$ cat src/rtl/lsu_pkg.sv
// Shared types and helpers for the RV32I load/store unit.
package lsu_pkg;

  localparam logic [2:0] F3_B  = 3'b000;
  localparam logic [2:0] F3_H  = 3'b001;
  localparam logic [2:0] F3_W  = 3'b010;
  localparam logic [2:0] F3_BU = 3'b100;
  localparam logic [2:0] F3_HU = 3'b101;

  typedef enum logic [1:0] {
    IDLE,
    ISSUE,
    WAIT,
    RESP
  } lsu_state_t;

  // Byte enables for an access of size funct3 starting at byte lane addr_lo.
  function automatic logic [3:0] be_of(input logic [2:0] funct3, input logic [1:0] addr_lo);
    logic [3:0] be;
    case (funct3)
      F3_B, F3_BU: be = 4'b0001 << addr_lo;
      F3_H, F3_HU: be = 4'b0011 << addr_lo;
      default:     be = 4'b1111;
    endcase
    return be;
  endfunction

endpackage

$ cat src/rtl/lsu_align.sv
// Combinational lane steering: store replication, byte enables, load extract/extend.
module lsu_align
  import lsu_pkg::*;
(
  input  logic [2:0]  funct3_i,
  input  logic [1:0]  addr_lo_i,
  input  logic [31:0] st_data_i,
  input  logic [31:0] ld_word_i,
  output logic [3:0]  be_c,
  output logic [31:0] st_lane_c,
  output logic [31:0] ld_data_c
);

  logic [7:0]  byte_v;
  logic [15:0] half_v;

  always_comb begin
    be_c      = be_of(funct3_i, addr_lo_i);
    st_lane_c = st_data_i;
    ld_data_c = ld_word_i;
    byte_v    = ld_word_i[{addr_lo_i, 3'b000} +: 8];
    half_v    = addr_lo_i[1] ? ld_word_i[31:16] : ld_word_i[15:0];
    case (funct3_i)
      F3_B: begin
        st_lane_c = {4{st_data_i[7:0]}};
        ld_data_c = {{24{byte_v[7]}}, byte_v};
      end
      F3_BU: ld_data_c = {24'd0, byte_v};
      F3_H: begin
        st_lane_c = {2{st_data_i[15:0]}};
        ld_data_c = {{16{half_v[15]}}, half_v};
      end
      F3_HU: ld_data_c = {16'd0, half_v};
      default: ;
    endcase
  end

endmodule

$ cat src/rtl/rv32i_lsu.sv
// RV32I load/store unit: request checks, memory issue, read-latency wait, held response.
module rv32i_lsu
  import lsu_pkg::*;
#(
  parameter int unsigned ADDWIDTH = 12,
  parameter int unsigned RD_LAT   = 1
) (
  input  logic                clk,
  input  logic                rst,
  input  logic                req_valid,
  output logic                req_ready,
  input  logic                req_store,
  input  logic [2:0]          req_funct3,
  input  logic [31:0]         req_addr,
  input  logic [31:0]         req_wdata,
  input  logic [4:0]          req_rd,
  output logic [ADDWIDTH-1:0] mem_addr,
  output logic                mem_we,
  output logic [3:0]          mem_be,
  output logic [31:0]         mem_wdata,
  output logic                mem_re,
  input  logic [31:0]         mem_rdata,
  output logic                resp_valid,
  input  logic                resp_ready,
  output logic [31:0]         resp_data,
  output logic [4:0]          resp_rd,
  output logic                resp_err
);

  localparam int unsigned CNT_W = 2;

  lsu_state_t          state_q, state_d;
  logic [CNT_W-1:0]    cnt_q, cnt_d;
  logic                store_q, store_d;
  logic [2:0]          f3_q, f3_d;
  logic [1:0]          lo_q, lo_d;
  logic                req_ready_q, req_ready_d;
  logic [ADDWIDTH-1:0] mem_addr_q, mem_addr_d;
  logic                mem_we_q, mem_we_d;
  logic                mem_re_q, mem_re_d;
  logic [3:0]          mem_be_q, mem_be_d;
  logic [31:0]         mem_wdata_q, mem_wdata_d;
  logic                resp_valid_q, resp_valid_d;
  logic [31:0]         resp_data_q, resp_data_d;
  logic [4:0]          resp_rd_q, resp_rd_d;
  logic                resp_err_q, resp_err_d;

  logic [2:0]  al_f3_c;
  logic [1:0]  al_lo_c;
  logic [3:0]  be_c;
  logic [31:0] st_lane_c, ld_data_c;
  logic        misal_c, oor_c, ill_c, req_err_c;

  // Steering uses the live request while idle, the latched one afterwards.
  assign al_f3_c = (state_q == IDLE) ? req_funct3 : f3_q;
  assign al_lo_c = (state_q == IDLE) ? req_addr[1:0] : lo_q;

  lsu_align u_align (
    .funct3_i  (al_f3_c),
    .addr_lo_i (al_lo_c),
    .st_data_i (req_wdata),
    .ld_word_i (mem_rdata),
    .be_c      (be_c),
    .st_lane_c (st_lane_c),
    .ld_data_c (ld_data_c)
  );

  assign misal_c   = (((req_funct3 == F3_H) || (req_funct3 == F3_HU)) && req_addr[0])
                   || ((req_funct3 == F3_W) && (req_addr[1:0] != 2'b00));
  assign oor_c     = (req_addr >> (ADDWIDTH + 2)) != 32'd0;
  assign ill_c     = req_store ? (req_funct3 > F3_W)
                               : ((req_funct3 == 3'b011) || (req_funct3[2:1] == 2'b11));
  assign req_err_c = misal_c || oor_c || ill_c;

  always_comb begin
    state_d     = state_q;
    cnt_d       = cnt_q;
    store_d     = store_q;
    f3_d        = f3_q;
    lo_d        = lo_q;
    mem_addr_d  = mem_addr_q;
    mem_we_d    = 1'b0;
    mem_re_d    = 1'b0;
    mem_be_d    = mem_be_q;
    mem_wdata_d = mem_wdata_q;
    resp_data_d = resp_data_q;
    resp_rd_d   = resp_rd_q;
    resp_err_d  = resp_err_q;
    case (state_q)
      IDLE: begin
        if (req_valid && req_ready_q) begin
          store_d     = req_store;
          f3_d        = req_funct3;
          lo_d        = req_addr[1:0];
          resp_rd_d   = req_rd;
          resp_data_d = 32'd0;
          resp_err_d  = req_err_c;
          if (req_err_c) begin
            state_d = RESP;
          end else begin
            state_d    = ISSUE;
            mem_addr_d = req_addr[ADDWIDTH+1:2];
            if (req_store) begin
              mem_we_d    = 1'b1;
              mem_be_d    = be_c;
              mem_wdata_d = st_lane_c;
            end else begin
              mem_re_d = 1'b1;
            end
          end
        end
      end
      ISSUE: begin
        if (store_q) begin
          state_d = RESP;
        end else begin
          state_d = WAIT;
          cnt_d   = CNT_W'(RD_LAT);
        end
      end
      WAIT: begin
        cnt_d = cnt_q - CNT_W'(1);
        if (cnt_q == CNT_W'(1)) begin
          resp_data_d = ld_data_c;
          state_d     = RESP;
        end
      end
      RESP: begin
        if (resp_ready) state_d = IDLE;
      end
      default: state_d = IDLE;
    endcase
    req_ready_d  = (state_d == IDLE);
    resp_valid_d = (state_d == RESP);
  end

  always_ff @(posedge clk or posedge rst) begin
    if (rst) begin
      state_q      <= IDLE;
      cnt_q        <= '0;
      store_q      <= 1'b0;
      f3_q         <= '0;
      lo_q         <= '0;
      req_ready_q  <= 1'b0;
      mem_addr_q   <= '0;
      mem_we_q     <= 1'b0;
      mem_re_q     <= 1'b0;
      mem_be_q     <= '0;
      mem_wdata_q  <= '0;
      resp_valid_q <= 1'b0;
      resp_data_q  <= '0;
      resp_rd_q    <= '0;
      resp_err_q   <= 1'b0;
    end else begin
      state_q      <= state_d;
      cnt_q        <= cnt_d;
      store_q      <= store_d;
      f3_q         <= f3_d;
      lo_q         <= lo_d;
      req_ready_q  <= req_ready_d;
      mem_addr_q   <= mem_addr_d;
      mem_we_q     <= mem_we_d;
      mem_re_q     <= mem_re_d;
      mem_be_q     <= mem_be_d;
      mem_wdata_q  <= mem_wdata_d;
      resp_valid_q <= resp_valid_d;
      resp_data_q  <= resp_data_d;
      resp_rd_q    <= resp_rd_d;
      resp_err_q   <= resp_err_d;
    end
  end

  assign req_ready  = req_ready_q;
  assign mem_addr   = mem_addr_q;
  assign mem_we     = mem_we_q;
  assign mem_re     = mem_re_q;
  assign mem_be     = mem_be_q;
  assign mem_wdata  = mem_wdata_q;
  assign resp_valid = resp_valid_q;
  assign resp_data  = resp_data_q;
  assign resp_rd    = resp_rd_q;
  assign resp_err   = resp_err_q;

endmodule

$ cat config.mk
export PLATFORM = sky130hd
export DESIGN_NAME = rv32i_lsu
export DESIGN_NICKNAME = d
export VERILOG_FILES = /design/src/rtl/lsu_pkg.sv /design/src/rtl/lsu_align.sv /design/src/rtl/rv32i_lsu.sv
export SDC_FILE = /design/constraint.sdc
export NUM_CORES = 1
export LEC_CHECK = 0
export CORE_UTILIZATION = 44
export CTS_BUF_LIST = sky130_fd_sc_hd__clkbuf_4 sky130_fd_sc_hd__clkbuf_8 sky130_fd_sc_hd__clkbuf_16
export DETAILED_ROUTE_END_ITERATION = 8
export PLACE_DENSITY = 0.82
export SKIP_LAST_GASP = 1
export SYNTH_ARGS = -nofsm -noshare
export SYNTH_HDL_FRONTEND = slang
export SYNTH_SLANG_ARGS = --single-unit
$ cat constraint.sdc
create_clock -name clk -period 4.4 [get_ports clk]
set_clock_uncertainty 0.15 [all_clocks]
set_input_delay 0.44 -clock clk [delete_from_list [all_inputs] [get_ports clk]]
set_output_delay 0.44 -clock clk [all_outputs]
set_load 0.02 [all_outputs]
==> metrics, run 1 <==
post-route ant nets 0; syn nets 545; flop-to-flop setup slack 0.96 ns; Vias/cell 5.63; clock root buffer clkbuf_16; clock buffer depth 2; Syn. warnings 0; relative slew slack 0.291; clock slew at reported path FFs 0.07 ns; Worst R2R End resp_data[27]; row count 38; CP Class flip-flop to flip-flop; post-synth cell types 54; most frequent cells after synthesis 100 x dfrtp_1, 50 x mux2_2, 44 x nand2_1; R2R depth 5; Layout Cells excl Fill 770; placed cell count 754; Area Overhead vs Synth 46.0%; routability cong. 0.908; Area contributors post-synth dfrtp_1 49%, mux2_2 11%, mux2_1 4.8%; post-CTS sizing 0; fin. max-slew vios 0; Residual DRC 0; Worst Hold Launch mem_wdata[2]; Synth area leader dfrtp_1; Hold Crit Class flip-flop to flip-flop; CTS Sinks 100; hold slack 0.344 ns; hold-fix buffers at CTS 0; worst skew pair latency 0.34 ns; final hold vios 0; Vias 4333; htree depth 3; TritonCTS clock tree done; area of the mapped netlist 5110 um^2; power per cell area 566 nW/um^2; CTS buffer count 9; effective utilization at floorplan 0.461; status finished, final reports clean; count leader, synth dfrtp_1; Post-synth ARST share 1.00; Die H 110 um; Synth Register Bits 100; post-synth top area share 0.490; share of layout cells above drive strength 1 0.162; post-CTS setup buffer count 0; final WL 14300 um; ant diodes 0; hold depth 1; global-route usage over all layers 0.247; routed len/inst 18.6 um; antenna violations before repair 0; Mean Syn Cell Area 11.7 um^2; Required @ worst endpoint 4.42 ns; largest fanout on the critical path 16; core area 11100 um^2; final instance area 7460 um^2; Top FF cell, synth dfrtp_1; period utilisation layout 0.781; boundary pin count 199; first-pass GRT wire length 22800 um; die area 12100 um^2; hold endpoint mem_wdata[2]; fin nets 735; Setup crit end kind flip-flop; cells after synthesis 435; r2r startpoint state_q[0]; Sum Neg Setup Slack 0 ns; Worst VDD drop 0.375 mV; placed cell areas 7170 um^2; number of global-route vias before repair 4520; number of synthesized flops with an enable pin 0; critical path arrival 3.46 ns; Final setup viols 0; PortBufs 198; RSZ-0062 raised after global routing false; worst slew pin tran 1.06 ns; DPL Wire Length 10700 um; largest net degree at the start of global routing 44; fmax 291 MHz; drt first-iter violations 214; sequential element share of the synthesized area 0.490; grt ovf 0; maxcap violations 0; Die X 110 um; number of fill cells in the layout 873; Final min period 3.44 ns; crit path launch type flip-flop; drt first pass iters 4; P_leak 0.00328 uW
==> power breakdown <==
group          total (uW)  leakage (uW)  internal [uW]  switching, uW
sequential           1300       0.00131           1130            167
combinational        2140       0.00182            965           1170
clock                 782      0.000147            411            371
==> stage by stage <==
stage	util	power, uW	setup WS (ns)
floorplan	-	2720	1.19
global placement	0.647	3380	1.15
detailed placement	0.647	3450	1.05
CTS	0.674	4240	0.965
global route	0.674	4490	0.771
finish	0.674	4220	0.965
==> area by class of cell <==
cell class	count	area (um^2)	share of cell area
Sequential cell	100	2500	0.335
Multi-Input combinational cell	304	2440	0.327
Timing Repair Buffer	203	2020	0.271
Clock buffer	10	239	0.0320
Tap cell	140	175	0.0235
Clock inverter	6	57.6	0.00771
Inverter	7	28.8	0.00386
==> registers in the layout (all words and copies together) (netlist names) <==
name,cells
mem_wdata,32
resp_data,32
mem_addr,12
resp_rd,5
mem_be,4
f3_q,3
cnt_q,2
lo_q,2
state_q,2
mem_re,1
mem_we,1
req_ready,1
resp_err,1
resp_valid,1
store_q,1
==> critical path, cell delays in order, from the launching register on <==
cell	delay [ns]
dfrtp_1	0.71
or2_1	0.50
mux2i_4	0.73
a211oi_1	0.10
nor2_1	0.83
o211ai_1	0.23
==> worst max path at each step <==
| stage | start | to | slack (ns) | cells past startpoint |
|---|---|---|---|---|
| after floorplan | rst | cnt_q[0] | 1.19 | 1 |
| after global placement | state_q[0] | resp_data[28] | 1.15 | 5 |
| after detailed placement | state_q[0] | resp_data[27] | 1.05 | 5 |
| after CTS | state_q[0] | resp_data[27] | 0.97 | 5 |
| after global routing | state_q[0] | resp_data[29] | 0.77 | 5 |
| final | state_q[0] | resp_data[27] | 0.96 | 5 |
==> per-layer routing <==
metal  routed length (um)  track usage  vias up
met5                    0            0        -
met4                  257       0.0819        0
met3                 1230       0.0646       23
met2                 6990        0.427      206
met1                 5840        0.299     2114
li1                     -            -     1990
==> cells by family after synthesis <==
logic type | count (synthesis) | share of synthesized area
and+or+nand+nor | 92 | 0.101
muxes | 101 | 0.238
buffers and inverters | 31 | 0.0335
xor gates and xnor gates | 1 | 0.00171
DFF | 100 | 0.490
adders and majority gates | 1 | 0.00245
AOI/OAI and AO/OA | 109 | 0.134
==> layout by cell type (no fill, tap or decap), types with 3 or more instances in the layout <==
master / synthesis / routed
and2_1: 3 / 3
a21oi_1: 21 / 21
o21ai_0: 33 / 33
mux2_2: 50 / 50
o21ai_1: 8 / 8
a31oi_1: 5 / 5
dfrtp_1: 100 / 100
o211ai_1: 15 / 15
nor4_1: 5 / 5
clkinv_4: 0 / 4
buf_4: 5 / 5
inv_1: 7 / 6
o21a_1: 5 / 5
clkbuf_16: 0 / 9
mux2_1: 22 / 22
clkdlybuf4s50_1: 0 / 198
nand3_1: 6 / 6
mux2_4: 8 / 8
mux4_2: 4 / 4
nand2_1: 44 / 44
a22oi_1: 7 / 7
o221ai_1: 5 / 5
nor2_1: 13 / 13
mux2i_1: 15 / 14
Power figures use the tool's default switching activity.
==> run 2, diff against run 1 <==
Settings changed: CORE_UTILIZATION 44 to 40, PLACE_DENSITY 0.82 to 0.78.
Clock period 4.4 ns to 3 ns, I/O delays scaled along.
==> run 2 against run 1 <==
Compared with the run above: global-route usage down 1.5 points; count of clock-buffer cells in the layout increased by 1; clock power grew 42%; critical path depth increased by 1; setup slack got worse by 0.52 ns; combinational power is 51% higher; critical path type unchanged; largest cell class unchanged; largest power group unchanged; highest routed layer unchanged.
==> metrics, run 2 (same netlist as run 1, synthesis figures left out) <==
WL met1 5950 um; post-CTS sizing 0; largest fanout on the critical path 37; grt ovf 0; Layout Cells excl Fill 808; final hold vios 0; Final setup viols 0; clock slew at reported path FFs 0.07 ns; effective utilization at floorplan 0.419; metal2 WL 7030 um; row count 40; CTS Sinks 100; flop-to-flop setup slack 0.44 ns; Residual DRC 0; first-pass GRT wire length 23700 um; crit path from state_q[1]; most frequent cells in the layout 198 x clkdlybuf4s50_1, 100 x dfrtp_1, 50 x mux2_2; share of layout cells above drive strength 1 0.175; TritonCTS clock tree done; worst slew pin tran 0.792 ns; core area 12200 um^2; met3 wire length 1160 um; PortBufs 198; global-route usage over all layers 0.233; crit path max-delay cell type dfrtp_1; power per cell area 822 nW/um^2; post-route ant nets 0; hold-fix buffers at CTS 0; htree depth 3; max incr delay on CP 0.45 ns; RSZ-0062 raised after global routing false; Total Power 6220 uW; maxcap violations 0; Worst VDD drop 0.409 mV; fin. max-slew vios 0; fmax 391 MHz; Vias/cell 5.40; Required @ worst endpoint 3.08 ns; die area 13200 um^2; status finished, final reports clean; Die X 115 um; final WL 14500 um; Top Layer Used met4; fin nets 745; antenna violations before repair 0; Final min period 2.56 ns; number of global-route vias before repair 4725; drt first pass iters 4; post-CTS setup buffer count 0; CTS buffer count 9; placed cell count 792; relative slew slack 0.465; period utilisation layout 0.853; crit path launch type flip-flop; Hold Crit Class input pin to asynchronous set/reset pin; DPL Wire Length 11000 um; Bufs and invs on worst path 1; Sum Neg Setup Slack 0 ns; P_leak 0.00331 uW; Setup crit end kind flip-flop; routed len/inst 17.9 um; clock buffer depth 2; Worst R2R End mem_be[0]; Die H 115 um; number of cells on the critical path 6; post-layout util 0.620; CP Class flip-flop to flip-flop; drt first-iter violations 264; largest net degree at the start of global routing 48; Area Overhead vs Synth 48.2%; Vias 4364; CP top delay family simple AND/OR/NAND/NOR gates; clock root buffer clkbuf_16; final instance area 7570 um^2; worst skew pair latency 0.35 ns; boundary pin count 199; Worst Setup EP mem_be[0]; leading cell type in the layout, fill and taps excluded clkdlybuf4s50_1; critical-path cell list buf_4 -> nor2_4 -> nand3_2 -> nor3_4 -> nand2_4 -> mux2_1; critical path arrival 2.64 ns; ant diodes 0; routability cong. 0.935; r2r startpoint state_q[1]; placed cell areas 7290 um^2; R2R depth 6
## run 2: layout make-up
cell class | instances | area [um^2]
Clock buffer | 11 | 246
Clock inverter | 5 | 36.3
Fill cell | 1033 | 4640
Inverter | 7 | 30.0
Multi-Input combinational cell | 304 | 2440
Sequential cell | 100 | 2500
Tap cell | 168 | 210
Timing Repair Buffer | 213 | 2110
## run 2: metal layers
layer  vias to the layer above  GRT usage
met1                      2115      0.269
met4                         0      0.113
met3                        29     0.0659
met5                         -          0
li1                       2013          -
met2                       207      0.398
## run 2: power by group
part / internal (uW) / switching, uW / total, uW
clock network: 596 / 514 / 1110
logic: 1490 / 1750 / 3240
registers: 1660 / 211 / 1870
total: 3750 / 2470 / 6220
## run 2: worst reg2reg max path, cell delays in order, from the launching register on
cell and delay (ns):
dfrtp_1 0.45, buf_4 0.21, nor2_4 0.24, nand3_2 0.30, nor3_4 0.32, nand2_4 0.32
mux2_1 0.46
## run 2: worst min-delay path by stage
| stage | end | slack [ns] |
|---|---|---|
| floorplan | mem_re | 0.22 |
| global placement | mem_wdata[25] | 0.33 |
| detailed placement | resp_data[3] | 0.33 |
| CTS | resp_rd[3] | 0.24 |
| global route | resp_rd[3] | 0.27 |
| finish | resp_rd[3] | 0.23 |
## run 2: through the flow
stage / setup WS, ns / hold WS [ns]
floorplan: 0.857 / 0.223
global placement: 0.435 / 0.325
detailed placement: 0.339 / 0.329
CTS: 0.413 / 0.244
global route: 0.263 / 0.269
finish: 0.442 / 0.231
==> run 3, diff against run 2 <==
Settings changed: CELL_PAD_IN_SITES_DETAIL_PLACEMENT from default to 1, CELL_PAD_IN_SITES_GLOBAL_PLACEMENT from default to 2, CORE_UTILIZATION 40 to 24, PLACE_DENSITY 0.78 to 0.76.
==> run 3 against run 2 <==
Compared with the run above: register-to-register slack worse by 0.10 ns; sequential power about the same; maximum frequency down 3.8%; count of clock-buffer cells in the layout down 2.
==> metrics, run 3 (same netlist as run 1, synthesis figures left out) <==
Hold Crit Class input pin to asynchronous set/reset pin; boundary pin count 199; largest net degree at the start of global routing 42; Residual DRC 0; CTS buffer count 9; Clock power frac 0.184; Setup crit end kind flip-flop; crit path from state_q[0]; status finished, final reports clean; Cell Int Power 3760 uW; post-layout util 0.370; DPL Wire Length 12800 um; met1 Use GR 0.199; fin nets 745; number of global-route vias before repair 4732; Worst VDD drop 0.354 mV; post-CTS sizing 0; hold-fix buffers at CTS 0; drt first pass iters 4; CTS Sinks 100; antenna violations before repair 0; Area Overhead vs Synth 51.6%; switching share of power 0.413; flop-to-flop setup slack 0.34 ns; Die H 148 um; leading cell type in the layout, fill and taps excluded clkdlybuf4s50_1; most crowded layer after global routing met2; Multi-input gate area 2440 um^2; critical path arrival 2.72 ns; share of layout cells above drive strength 1 0.175; ant diodes 0; routed len/inst 18.6 um; Required @ worst endpoint 3.06 ns; most frequent cells in the layout 198 x clkdlybuf4s50_1, 100 x dfrtp_1, 50 x mux2_2; grt met2 use 0.257; Final setup viols 0; RSZ-0062 raised after global routing false; r2r startpoint state_q[0]; Psw 2650 uW; maxcap violations 0; grt ovf 0; htree depth 3; relative slew slack 0.348; row count 53; effective utilization at floorplan 0.244; TritonCTS clock tree done; final WL 17000 um; Layout Cells excl Fill 915; die area 21900 um^2; Final min period 2.66 ns; combinational share of power 0.520; CP Class flip-flop to flip-flop; Reg power frac 0.296; clock root buffer clkbuf_16; core area 21000 um^2; Die X 148 um; post-CTS setup buffer count 0; power per cell area 827 nW/um^2; drt first-iter violations 125; Sum Neg Setup Slack 0 ns; fin. max-slew vios 0; Vias/cell 4.77; clock buffer depth 2; met3 Track Usage GR 0.0571; period utilisation layout 0.886; global-route usage over all layers 0.158; number of fill cells in the layout 2330; placed cell count 899; worst slew pin tran 0.966 ns; Vias 4362; final hold vios 0; P_leak 0.00334 uW; fmax 376 MHz; crit path launch type flip-flop; clock slew at reported path FFs 0.08 ns; FF+latch area 2500 um^2; routability cong. 0.851; PortBufs 198; post-route ant nets 0; worst skew pair latency 0.36 ns; first-pass GRT wire length 26700 um; largest fanout on the critical path 12
-- run 3: changes by cell type in the layout (fill, tap and decap cells not counted) --
cell / delta
clkinv_4: +4
clkinvlp_4: -3
buf_12: +2
buf_4: -2
clkbuf_4: -1
clkbuf_8: -1
clkinv_2: -1
clkinv_8: +1
inv_8: +1
-- run 3: worst max-delay path, stage by stage, from the launching register on --
cell and delay [ns]:
dfrtp_1 0.57, or2_1 0.47, mux2i_4 0.50, a211oi_1 0.11, nor2_1 0.32, buf_4 0.26, o211ai_1 0.12
-- run 3: worst paths after layout --
| check | to | depth (start not counted) |
|---|---|---|
| worst max-delay path | resp_data[16] | 6 |
| worst min-delay path | mem_addr[10] | 2 |
| worst max register to register | resp_data[16] | 6 |
| worst min register to register | mem_wdata[18] | 1 |
| max in group asynchronous | resp_data[31] | 3 |
| min in group clk | mem_wdata[18] | 1 |
-- run 3: layout make-up --
type                    count  area share
flip-flops and latches    100       0.323
multi-input cells         304       0.315
repair buffers            213       0.275
well taps                 275      0.0444
clock buffers               9      0.0291
clock inverters             7     0.00921
inverters                   7     0.00388
-- run 3: power groups by stage --
stage                     Sequential (uW)  Combinational (uW)  Clock [uW]
after floorplan                      2140                1850           0
after global placement               1910                3290           0
after detailed placement             1930                3370           0
after CTS                            1900                3390        1230
after global routing                 1940                3610        1270
final                                1890                3340        1180
-- run 3: layer usage --
metal,wire length (um),share of wire
met5,0,0
met4,228,0.013
met3,1410,0.083
met1,7370,0.43
met2,8020,0.47
-- run 3: stage by stage --
step / setup WS [ns] / area [um^2] / hold slack, ns / total power, uW
2_1_floorplan: 0.857 / 5110 / 0.223 / 3990
3_3_place_gp: 0.276 / 7450 / 0.324 / 5200
3_5_place_dp: 0.217 / 7450 / 0.332 / 5300
4_1_cts: 0.300 / 7750 / 0.224 / 6520
5_1_grt: 0.156 / 7750 / 0.264 / 6820
6_report: 0.342 / 7750 / 0.211 / 6410
